==> src/rtl/card_hand.sv <==
// Deals cards from a free-running 1..13 counter into a hand of up to MAX_CARDS slots.
// The card is stored one edge after the request is accepted. The score and deal_ack follow one edge later.
// Holding deal_req draws a single card; a request while the hand is full is ignored until deal_req is released.
module card_hand #(
    parameter int MAX_CARDS = 3
) (
    input  logic                   clk_i,
    input  logic                   reset_i,
    input  logic                   deal_req_i,
    input  logic                   clear_i,
    output logic [4*MAX_CARDS-1:0] cards_o,
    output logic [3:0]             last_card_o,
    output logic [2:0]             count_o,
    output logic                   full_o,
    output logic [3:0]             score_o,
    output logic                   deal_ack_o
);

    localparam logic [2:0] MAX_CNT = 3'(MAX_CARDS);

    typedef enum logic [1:0] {
        IDLE     = 2'd0,
        SCORE    = 2'd1,
        ACK      = 2'd2,
        WAIT_REL = 2'd3
    } state_t;

    state_t                 state_q, state_d;
    logic [3:0]             counter_q;
    logic [4*MAX_CARDS-1:0] cards_q, cards_d;
    logic [3:0]             last_card_q, last_card_d;
    logic [2:0]             count_q, count_d;
    logic [3:0]             score_q, score_d;
    logic                   deal_ack_q, deal_ack_d;
    logic [3:0]             card_val;
    logic [4:0]             sum;
    logic                   full;

    assign full = (count_q == MAX_CNT);

    // Free-running card counter 1..13. Clear and the FSM have no effect on it.
    always_ff @(posedge clk_i) begin
        if (reset_i) begin
            counter_q <= 4'd1;
        end else if (counter_q == 4'd13) begin
            counter_q <= 4'd1;
        end else begin
            counter_q <= counter_q + 4'd1;
        end
    end

    // Baccarat value of the most recent card: ten and the court cards score zero.
    always_comb begin
        card_val = 4'd0;
        if (last_card_q >= 4'd1 && last_card_q <= 4'd9) begin
            card_val = last_card_q;
        end
        sum = {1'b0, score_q} + {1'b0, card_val};
    end

    // Next-state and next-output logic. Clear overrides any in-flight draw.
    always_comb begin
        state_d     = state_q;
        cards_d     = cards_q;
        last_card_d = last_card_q;
        count_d     = count_q;
        score_d     = score_q;
        deal_ack_d  = 1'b0;

        if (clear_i) begin
            cards_d     = '0;
            last_card_d = 4'd0;
            count_d     = 3'd0;
            score_d     = 4'd0;
            state_d     = deal_req_i ? WAIT_REL : IDLE;
        end else begin
            case (state_q)
                IDLE: begin
                    if (deal_req_i && !full) begin
                        for (int i = 0; i < MAX_CARDS; i++) begin
                            if (count_q == 3'(i)) begin
                                cards_d[4*i +: 4] = counter_q;
                            end
                        end
                        last_card_d = counter_q;
                        count_d     = count_q + 3'd1;
                        state_d     = SCORE;
                    end else if (deal_req_i) begin
                        state_d = WAIT_REL;
                    end
                end
                SCORE: begin
                    score_d    = (sum >= 5'd10) ? 4'(sum - 5'd10) : sum[3:0];
                    deal_ack_d = 1'b1;
                    state_d    = ACK;
                end
                ACK: begin
                    state_d = WAIT_REL;
                end
                WAIT_REL: begin
                    if (!deal_req_i) begin
                        state_d = IDLE;
                    end
                end
                default: state_d = IDLE;
            endcase
        end
    end

    // State and output registers. Reset takes priority over everything.
    always_ff @(posedge clk_i) begin
        if (reset_i) begin
            state_q     <= IDLE;
            cards_q     <= '0;
            last_card_q <= 4'd0;
            count_q     <= 3'd0;
            score_q     <= 4'd0;
            deal_ack_q  <= 1'b0;
        end else begin
            state_q     <= state_d;
            cards_q     <= cards_d;
            last_card_q <= last_card_d;
            count_q     <= count_d;
            score_q     <= score_d;
            deal_ack_q  <= deal_ack_d;
        end
    end

    assign cards_o     = cards_q;
    assign last_card_o = last_card_q;
    assign count_o     = count_q;
    assign full_o      = full;
    assign score_o     = score_q;
    assign deal_ack_o  = deal_ack_q;

endmodule

==> config.mk <==
export PLATFORM = sky130hd
export DESIGN_NAME = card_hand
export DESIGN_NICKNAME = d
export VERILOG_FILES = /design/src/rtl/card_hand.sv
export SDC_FILE = /design/constraint.sdc
export NUM_CORES = 1
export LEC_CHECK = 0
export BUFFER_PORTS_ARGS = -buffer_cell sky130_fd_sc_hd__buf_2
export CAP_MARGIN = 20
export CORE_MARGIN = 2
export CORE_UTILIZATION = 34
export CTS_BUF_LIST = sky130_fd_sc_hd__clkbuf_4
export CTS_CLUSTER_SIZE = 20
export DETAILED_ROUTE_END_ITERATION = 10
export SLEW_MARGIN = 5
export SYNTH_ARGS = -nofsm -noshare
export SYNTH_HDL_FRONTEND = slang
export SYNTH_SLANG_ARGS = --single-unit
==> constraint.sdc <==
create_clock -name clk_i -period 7.78 [get_ports clk_i]
set_input_delay 0.389 -clock clk_i [delete_from_list [all_inputs] [get_ports clk_i]]
set_output_delay 0.389 -clock clk_i [all_outputs]
set_load 0.05 [all_outputs]
==> run summary <==
Initial DRC count: 34
Rel. slew slack: 42.4%
Vias per cell: 4.92
First-pass GRT wire length: 5.55 mm
Worst Reg-to-Reg Cells: 11
Share of cells above drive strength 1: 18.0%
Design area: 1840 sq um
Most frequent cells in the layout: dfxtp_1 (30), nand2_1 (29), buf_2 (28), a21oi_1 (23), ha_1 (16)
Count of pins over their slew limit: 0
Layout Nets: 237
Commonest non-fill, non-tap cell in the layout: dfxtp_1
Top Usage Layer GRT: met1
RSZ-0062 raised after global routing: false
TritonCTS sink count: 30
Largest net degree at the start of global routing: 21
Final period util: 36.5%
Worst setup path category: reg -> reg
Final cell count without fillers: 269
Max-Cap Viols: 0
CP startpoint: last_card_o[3]
Critical path arrival: 3.13 ns
Post-DP Area: 1740 sq um
Mapped cell area: 1550 sq um
Critical Path Sink: score_o[2]
Final hold violations: 0
Die X: 71.5 um
Crit. path cell count: 11
CTS tree: built
Met2 GRT Util: 19.1%
Top-area cell type share of the netlist area: 38.8%
Leakage power total: 0.818 nW
H-tree depth: 2
GR met1 Demand/Resource: 19.7%
Worst Hold Slack: 0.319 ns
Reg-to-reg slack, setup: 4.94 ns
Clock root cell: clkbuf_4
Net Sw Power: 0.0974 mW
Inserted Clock Buffers: 5
EDFF count, synth: 0
Post-CTS Hold Buffers: 0
Data required, critical path: 8.07 ns
CTS max path bufs: 2
Clock Latency Late Sink: 0.34 ns
Tot Pwr: 0.371 mW
Synth area leader: dfxtp_1
Clk_skew: 0.0117 ns
Register area: 601 sq um
Area Overhead vs Synth: 19.0%
Area of the multi-input gates: 890 sq um
Final ANT Viol Nets: 0
Die Ht: 71.5 um
Syn. warnings: 0
Sw Ratio: 26.3%
Sequential fraction of the synthesis area: 38.8%
Min-Delay Path Class: in -> reg
Status: completed
# fillers: 470
Vias in the first global route: 1,219
Most area-consuming cells after synthesis: dfxtp_1 (39%), ha_1 (13%), a21oi_1 (7.4%), nand2_1 (7.0%), nand3_1 (4.9%)
Setup Viol. Count Final: 0
Fmax: 352 MHz
Row Count: 24
GRT Util Overall: 13.8%
Minimum clock period: 2.84 ns
Critical path's largest stage delay: 0.47 ns
Delay-heaviest family, CP: adder cells
Type of origin of the critical path: flop
Total congestion overflow: 0
Postcts setup bufs: 0
Crit path capture type: flop
Max FO, Critical Path: 6
DRT Pass-1 Iters: 5
#FFs+latches synth: 30
Mapped Cells: 185
Placer Congestion: 0.807
Initial antenna violation count: 0
Flop pwr share: 44.7%
Clock power share: 42.2%
Die area: 5110 sq um
M3 GR Usage: 4.36%
Post-Route WL: 3.20 mm
RR Endpoint: score_o[2]
Combinational Power Share: 13.0%
Cells resized by post-CTS repair: 0
Final HPWL DP: 2.32 mm
Initial Utilization: 35.3%
Buf/Inv on CP: 1
Worst reg2reg startpoint: last_card_o[3]
Top cell by count, worst path: ha_1
Num ports: 29
Syn Area/Cell: 8.37 sq um
Worst-Margin Slew: 0.861 ns
Peak VDD IR: 0.0000731 V
Prevailing post-synth register cell: dfxtp_1
DRC viols: 0
PortBufs: 28
CP Cell Sequence: o21ai_0, and2_1, ha_1, fa_1, xnor2_1, ha_1, inv_1, a221oi_2, nor3_1, or4b_1, nand3_1
Clock Pin Slew Worst Setup and Hold Paths: 0.10 ns
Crit path max-delay cell type: or4b_1
Vias: 1,324
Setup TNS: 0 ns
Count of cell types in the netlist: 36
Internal power: 0.273 mW
Post-Place Cells: 261
P per Cell Area: 201 nW/um^2
Asr flop ratio synth: 0%
N_diodes: 0
DR WL/cell: 11.9 um
Post-Syn Nets: 206
Area of the core: 4380 sq um
==> cell usage after synthesis, types with 2 or more instances <==
cell type / count
mux2i_1: 2
nand2_1: 29
o21ai_0: 5
xnor2_1: 2
a31oi_1: 2
and2_1: 2
a21oi_1: 23
nor2_1: 12
nand3b_1: 3
a211oi_1: 3
clkbuf_1: 3
nor3_1: 2
nor3b_1: 3
ha_1: 16
dfxtp_1: 30
nor2b_1: 5
nand3_1: 15
inv_1: 10
==> power groups by stage <==
stage                     combinational, mW  sequential, mW  clock (mW)
after floorplan                      0.0318           0.174           0
after global placement               0.0483           0.169           0
after detailed placement             0.0485           0.170           0
after CTS                            0.0487           0.166       0.160
after global routing                 0.0553           0.167       0.167
final                                0.0484           0.166       0.157
==> area by class of cell <==
cell class	count	area share (%)
clock buffers	5	2.04
clock inverters	3	3.46
inverters	10	2.04
multi-input cells	140	48.3
flip-flops and latches	30	32.6
well taps	52	3.53
repair buffers	29	8.02
==> logic make-up after synthesis <==
logic type | count (synthesis) | share of synthesized area, %
buffers and inverters | 15 | 3.72
and+or+nand+nor | 78 | 24.7
adders and majority gates | 17 | 14.2
xor gates and xnor gates | 2 | 1.13
AOI/OAI and AO/OA | 41 | 16.2
muxes | 2 | 1.29
DFF | 30 | 38.8
==> worst min path at each step <==
stage	cells past startpoint	from	end
floorplan	1	counter_q[0]	counter_q[0]
global placement	2	cards_o[4]	cards_o[4]
detailed placement	2	cards_o[4]	cards_o[4]
CTS	2	reset_i	counter_q[3]
global route	2	reset_i	counter_q[2]
finish	2	reset_i	counter_q[3]
==> state kept, by name, summed over array words and instances, names as in the netlist <==
register     flops
cards_o         12
counter_q        4
last_card_o      4
score_o          4
count_o          3
state_q          2
deal_ack_o       1
==> through the flow <==
| stage | worst slack [ns] | utilization (%) |
|---|---|---|
| 5_1_grt | 4.73 | 42.0 |
| 4_1_cts | 4.96 | 42.0 |
| 3_3_place_gp | 5.03 | 39.7 |
| 3_5_place_dp | 4.98 | 39.7 |
| 6_report | 4.94 | 42.0 |
| 2_1_floorplan | 4.77 | - |
==> routing by layer <==
layer	vias up	wire (um)
met2	26	1310
met4	0	70
met3	6	154
li1	708	-
met1	584	1660
met5	-	0
Power figures use the tool's default switching activity.
